$ cat config.mk
export PLATFORM = sky130hd
export DESIGN_NAME = laplace4_add_sequencer
export DESIGN_NICKNAME = d
export VERILOG_FILES = /design/src/rtl/laplace4_add_sequencer.sv
export SDC_FILE = /design/constraint.sdc
export NUM_CORES = 1
export LEC_CHECK = 0
export CAP_MARGIN = 20
export CORE_AREA = 2 2 80 82
export DETAILED_ROUTE_END_ITERATION = 8
export DIE_AREA = 0 0 82 84
export PLACE_DENSITY = 0.85
export SYNTH_ARGS = -nofsm -noshare
export SYNTH_HDL_FRONTEND = slang
export SYNTH_SLANG_ARGS = --single-unit
$ cat constraint.sdc
create_clock -name clk -period 4.7 [get_ports clk]
set_input_delay 1.175 -clock clk [delete_from_list [all_inputs] [get_ports clk]]
set_output_delay 1.175 -clock clk [all_outputs]
set_load 0.05 [all_outputs]
$ cat src/rtl/laplace4_add_sequencer.sv
// Computes 4*C - N - E - S - W per window using one external 8-bit adder over eight byte passes.
// Define CLAMP_EN to clamp res_data to the 0..255 pixel range instead of raw two's complement.
module laplace4_add_sequencer #(
   parameter int unsigned PIX_W = 8,
   parameter int unsigned RES_W = 16
) (
   input  logic             clk,
   input  logic             rst_n,
   input  logic             in_valid,
   output logic             in_ready,
   input  logic [PIX_W-1:0] pix_c,
   input  logic [PIX_W-1:0] pix_n,
   input  logic [PIX_W-1:0] pix_e,
   input  logic [PIX_W-1:0] pix_s,
   input  logic [PIX_W-1:0] pix_w,
   output logic [PIX_W-1:0] add_a,
   output logic [PIX_W-1:0] add_b,
   output logic             add_cin,
   output logic             add_en,
   input  logic [PIX_W-1:0] add_s,
   input  logic             add_cout,
   output logic             out_valid,
   input  logic             out_ready,
   output logic [RES_W-1:0] res_data
);

   typedef enum logic [1:0] {StIdle, StAddLo, StAddHi, StDone} state_e;

   state_e                 state_q, state_d;
   logic [RES_W-1:0]       acc_q, acc_d;
   logic [1:0]             idx_q, idx_d;
   logic                   carry_q, carry_d;
   logic [3:0][PIX_W-1:0]  op_q, op_d;
   logic [RES_W-1:0]       res_value;

   always_ff @(posedge clk) begin
      if (!rst_n) begin
         state_q <= StIdle;
         acc_q   <= '0;
         idx_q   <= '0;
         carry_q <= 1'b0;
         op_q    <= '0;
      end else begin
         state_q <= state_d;
         acc_q   <= acc_d;
         idx_q   <= idx_d;
         carry_q <= carry_d;
         op_q    <= op_d;
      end
   end

   always_comb begin
      state_d   = state_q;
      acc_d     = acc_q;
      idx_d     = idx_q;
      carry_d   = carry_q;
      op_d      = op_q;
      in_ready  = 1'b0;
      out_valid = 1'b0;
      add_a     = '0;
      add_b     = '0;
      add_cin   = 1'b0;
      add_en    = 1'b0;
      unique case (state_q)
         StIdle: begin
            in_ready = 1'b1;
            if (in_valid) begin
               op_d    = {pix_w, pix_s, pix_e, pix_n};
               acc_d   = {{(RES_W-PIX_W-2){1'b0}}, pix_c, 2'b00};
               idx_d   = '0;
               state_d = StAddLo;
            end
         end
         StAddLo: begin
            // Subtraction as A + ~B + 1; the high pass carries on with ~B sign-extended.
            add_en            = 1'b1;
            add_a             = acc_q[PIX_W-1:0];
            add_b             = ~op_q[idx_q];
            add_cin           = 1'b1;
            acc_d[PIX_W-1:0]  = add_s;
            carry_d           = add_cout;
            state_d           = StAddHi;
         end
         StAddHi: begin
            add_en                = 1'b1;
            add_a                 = acc_q[RES_W-1:PIX_W];
            add_b                 = '1;
            add_cin               = carry_q;
            acc_d[RES_W-1:PIX_W]  = add_s;
            if (idx_q == 2'd3) begin
               state_d = StDone;
            end else begin
               idx_d   = idx_q + 2'd1;
               state_d = StAddLo;
            end
         end
         StDone: begin
            out_valid = 1'b1;
            if (out_ready) begin
               state_d = StIdle;
            end
         end
         default: state_d = StIdle;
      endcase
   end

`ifdef CLAMP_EN
   always_comb begin
      if (acc_q[RES_W-1]) begin
         res_value = '0;
      end else if (|acc_q[RES_W-2:PIX_W]) begin
         res_value = {{(RES_W-PIX_W){1'b0}}, {PIX_W{1'b1}}};
      end else begin
         res_value = {{(RES_W-PIX_W){1'b0}}, acc_q[PIX_W-1:0]};
      end
   end
`else
   assign res_value = acc_q;
`endif

   // Only present the accumulator once it holds a finished result.
   assign res_data = (state_q == StDone) ? res_value : '0;

endmodule

# After elaboration in Yosys (flattened, before gate mapping)
# Index checks and enable logic that the tools add are counted.
# totals
in_bits,53
wordCells,47
ff_bits,53
out_inout_bits,36
# classes
bitwise,1
eq_ne,7
n_mux,19
add_sub_neg,1
magnitude_cmp,1
reduce_logical,9
# op_table
op,n
$pmux 8 s2,4
$mux 16,2
$bmux 8 s2,1
$mux 2,5
$mux 8,1
$not 8->8,1
$pmux 2 s4,1
$reduce_and 2->1,4
$eq 2x2->1 const B,3
$ne 2x2->1 const B,3
$pmux 2 s2,1
$reduce_bool 2->1,2
$lt 2x3->1 const B,1
$mux 1,3
$reduce_and 3->1,1
$add 2x1->2 const B,1
$eq 2x1->1 const B,1
$logic_not 2->1,1
$pmux 1 s2,1
$reduce_or 2->1,1

# Depth between registers and ports, before layout
# logic_depth
ltp_word,4
mapped_depth,8

# Worst setup path before layout
# No wires, ideal clock.
# synth_timing
path_type,reg2out
startpoint,register state_q[1]
endpoint,output add_a[0]
arrival_ns,2.076
required_time_ns,3.525
path_stages_with_launch,5
path_buffers,1
slack_ns,1.449
cell_sequence,dfxtp_1 > inv_1 > ha_1 > clkbuf_1 > nor2b_1
# synth_via
elab_chain_cells,2
# synth_lines
item,line,text
"start, declared",29,"state_e state_q, state_d;"
"start signal, assigned",38,state_q <= StIdle;
"start signal, assigned",44,state_q <= state_d;
$eq 2x2->1 / $eq 2x1->1 (equally long branches),64,unique case (state_q)
$pmux 8 s2 *,64,
"end, declared",16,"output logic [PIX_W-1:0] add_a,"
# Every way passes the cells marked *; elsewhere a longest branch is shown, timed or not.

# Worst setup path in the final report
# layout_timing
startpoint,register state_q[1]
endpoint,output add_b[4]
# layout_via
elab_chain_cells,2
# layout_lines
item,line,text
$eq 2x2->1 / $eq 2x1->1 (equally long branches),64,
$pmux 8 s2 *,64,
"end, declared",17,"output logic [PIX_W-1:0] add_b,"
# Marks and branches as above.

==> metrics.txt <==
met2 GRT Util 0.3326; CTS resizes 0; Slowest-stage cell, CP clkdlybuf4s50_1; R2R cell count 5; post-synthesis compound-gate area fraction 0.1749; DR pass1 iterations 4; Layout Area Growth over Synthesis 34.28%; CP top delay family buffers and inverters; hold depth 2; maximum clock path buffer count 2; CTS H-tree lvls 2; critical path capture point type output pin; Final Util 0.6006; Starting Density 0.4472; num ports 89; vias in the first global route between 2000 and 2500; Die H 84 um; routed wire length ~6.8 mm; dpl hpwl roughly 5 mm; CP Data Arrival Time about 2.8 ns; per-cell routed wire length roughly 14 um; most common cell after layout, fill and taps aside clkdlybuf4s50_1; via/cell ratio 5.160; final setup fails 0; grt ovf 0; DR DRC count 0; synth unique cells 29; met1 usage 0.2735; largest family of logic cells by synthesized area simple AND/OR/NAND/NOR gates; post-layout min period ~4 ns; commonest non-fill, non-tap cells in the layout clkdlybuf4s50_1, nand2_1, dfxtp_1; largest net degree at the start of global routing 38; share of cells above drive strength 1 0.05514; leading post-synthesis cells by cell area dfxtp_1, nand2_1, mux2i_1; Final Net Count ~460; fmax 249.6 MHz; Hold Crit Class reg2reg; Cells after Synth 327; Worst Max-Slew Pin Slew 0.9765 ns; RSZ-0062 raised after global routing no; clk slew on worst S/H paths about 0.090 ns; syn nets 387; setup TNS 0 ns; row count 29; Synth Register Bits between 50 and 60; Final Max Tran Viols 0; CP Depth 6; Maximum Capacitance Violations 0; Avg Cell Area, Syn between 8 and 9 sq um; Worst Setup Start Kind flop; first-pass GRT wire length ~11 mm; hold_buf cts 0; Final ANT Viol Nets 0; worst skew pair latency ~0.30 ns; gpl congestion 0.8348; yosys warns 0; Clock Root Buffer clkbuf_8; Post-Syn Area 2726 sq um; Iter 0 DRT Violations approximately 110; busiest layer in global routing met2; Worst VDD drop ~0.00024 V; Clock Sinks 53; status finished clean; GR Layer Usage met3 0.03788; Synth Area in XOR/XNOR 0; crit-path cells inv_1 > ha_1 > and3b_1 > a22oi_1 > nand2_1 > clkdlybuf4s50_1; Critical Path RT about 3.5 ns; leakage around 1.3 nW; Die ar. between 6000 and 7000 sq um; vias post-DR between 2000 and 2500; CP bufs+invs 2; Core Area between 6000 and 7000 sq um; Hold Violations, Final 0; simple-gate share of the synthesized area 0.2258; initial antenna violation count 0; adder-cell share of the synthesized area 0.03212; CTS Buf Count 5; postcts setup bufs 0; Final Cycle Share 0.8524; relative slew slack 0.3474; Die Wd roughly 82 um; gr usage total 0.2052; port buffer count around 90; power density over the cells about 440 nW/um^2; filler instances 531; CP max stage delay ~0.81 ns; Setup CP Type reg2out; register area share after synthesis 0.3892; post-synth top area share 0.3892; antenna diode instance count 0; CTS tree yes; worst-path fanout max 13; multiplexer share of the synthesized area 0.1101; area leader, netlist dfxtp_1; Final Skew between 0.004 and 0.005 ns
[synthesized netlist by cell type (all sizes together)]
| cell | count |
|---|---|
| nand2 | 86 |
| and3 | 1 |
| nand3b | 1 |
| buf | 19 |
| nand3 | 8 |
| inv | 2 |
| mux2i | 27 |
| a311oi | 1 |
| clkbuf | 7 |
| a31oi | 1 |
| a21oi | 43 |
| mux2 | 2 |
| or2b | 1 |
| dfxtp | 53 |
| nor2 | 10 |
| and2 | 18 |
| and3b | 1 |
| a211oi | 9 |
| clkinv | 1 |
| nand2b | 2 |
| a22oi | 16 |
| nor2b | 9 |
| o22ai | 2 |
| ha | 7 |
[per-stage QoR]
stage / worst slack, ns / hold slack [ns] / cells / total power [mW] / area (sq um)
floorplan: 1.449 / 0.4357 / 327 / 1.128 / 2726
finish: 0.6939 / 0.4578 / 476 / 1.605 / 3661
global route: 0.5104 / 0.4800 / 476 / 1.695 / 3661
CTS: 0.6819 / 0.4603 / 476 / 1.612 / 3661
global placement: 1.135 / 0.4415 / 468 / 1.281 / 3545
detailed placement: 1.023 / 0.4477 / 468 / 1.300 / 3545
[cells by family after synthesis]
group / Yosys count
AO/OA/AOI/OAI: 72
adder cells (fa/ha/maj): 7
buffers and inverters: 29
flip-flops: 53
multiplexers: 29
AND/OR/NAND/NOR: 137
[report_power, final]
group	switching (mW)	total [mW]	internal, mW
sequential	0.0456	0.562	0.516
combinational	0.453	0.726	0.274
clock	0.142	0.316	0.174
total	0.641	1.60	0.964
[tightest hold or removal path: stages (launching register included)]
cell and delay, ns:
dfxtp_1 0.32, nand2_1 0.05, a21oi_1 0.05
[cell type report]
| cell class | count | area (sq um) | share of cell area |
|---|---|---|---|
| timing repair buffer | 90 | 895.9 | 0.2447 |
| sequential | 53 | 1061 | 0.2898 |
| clock inverter | 1 | 30.03 | 0.008202 |
| inverter | 3 | 11.26 | 0.003076 |
| multi-input combinational | 245 | 1480 | 0.4043 |
| tap | 77 | 96.34 | 0.02632 |
| clock buffer | 7 | 86.33 | 0.02358 |
[path summary, 6_finish.rpt]
path / endpoint / startpoint / slack [ns]
worst max register to register: op_q[15] / state_q[1] / 2.64
worst min register to register: op_q[1] / op_q[1] / 0.46
worst min-delay path: op_q[1] / op_q[1] / 0.46
worst max-delay path: add_b[4] / state_q[1] / 0.69
[registers in the layout, indices dropped and copies added, names as in the netlist]
name,flops
idx_q,2
op_q,32
acc_q,16
state_q,2
carry_q,1
[per-layer routing]
layer,vias up,part of all wire
met5,-,0
met4,0,0.010
met3,6,0.026
met2,53,0.51
met1,1152,0.46
li1,1245,-
(Power assumes the default switching activity.)
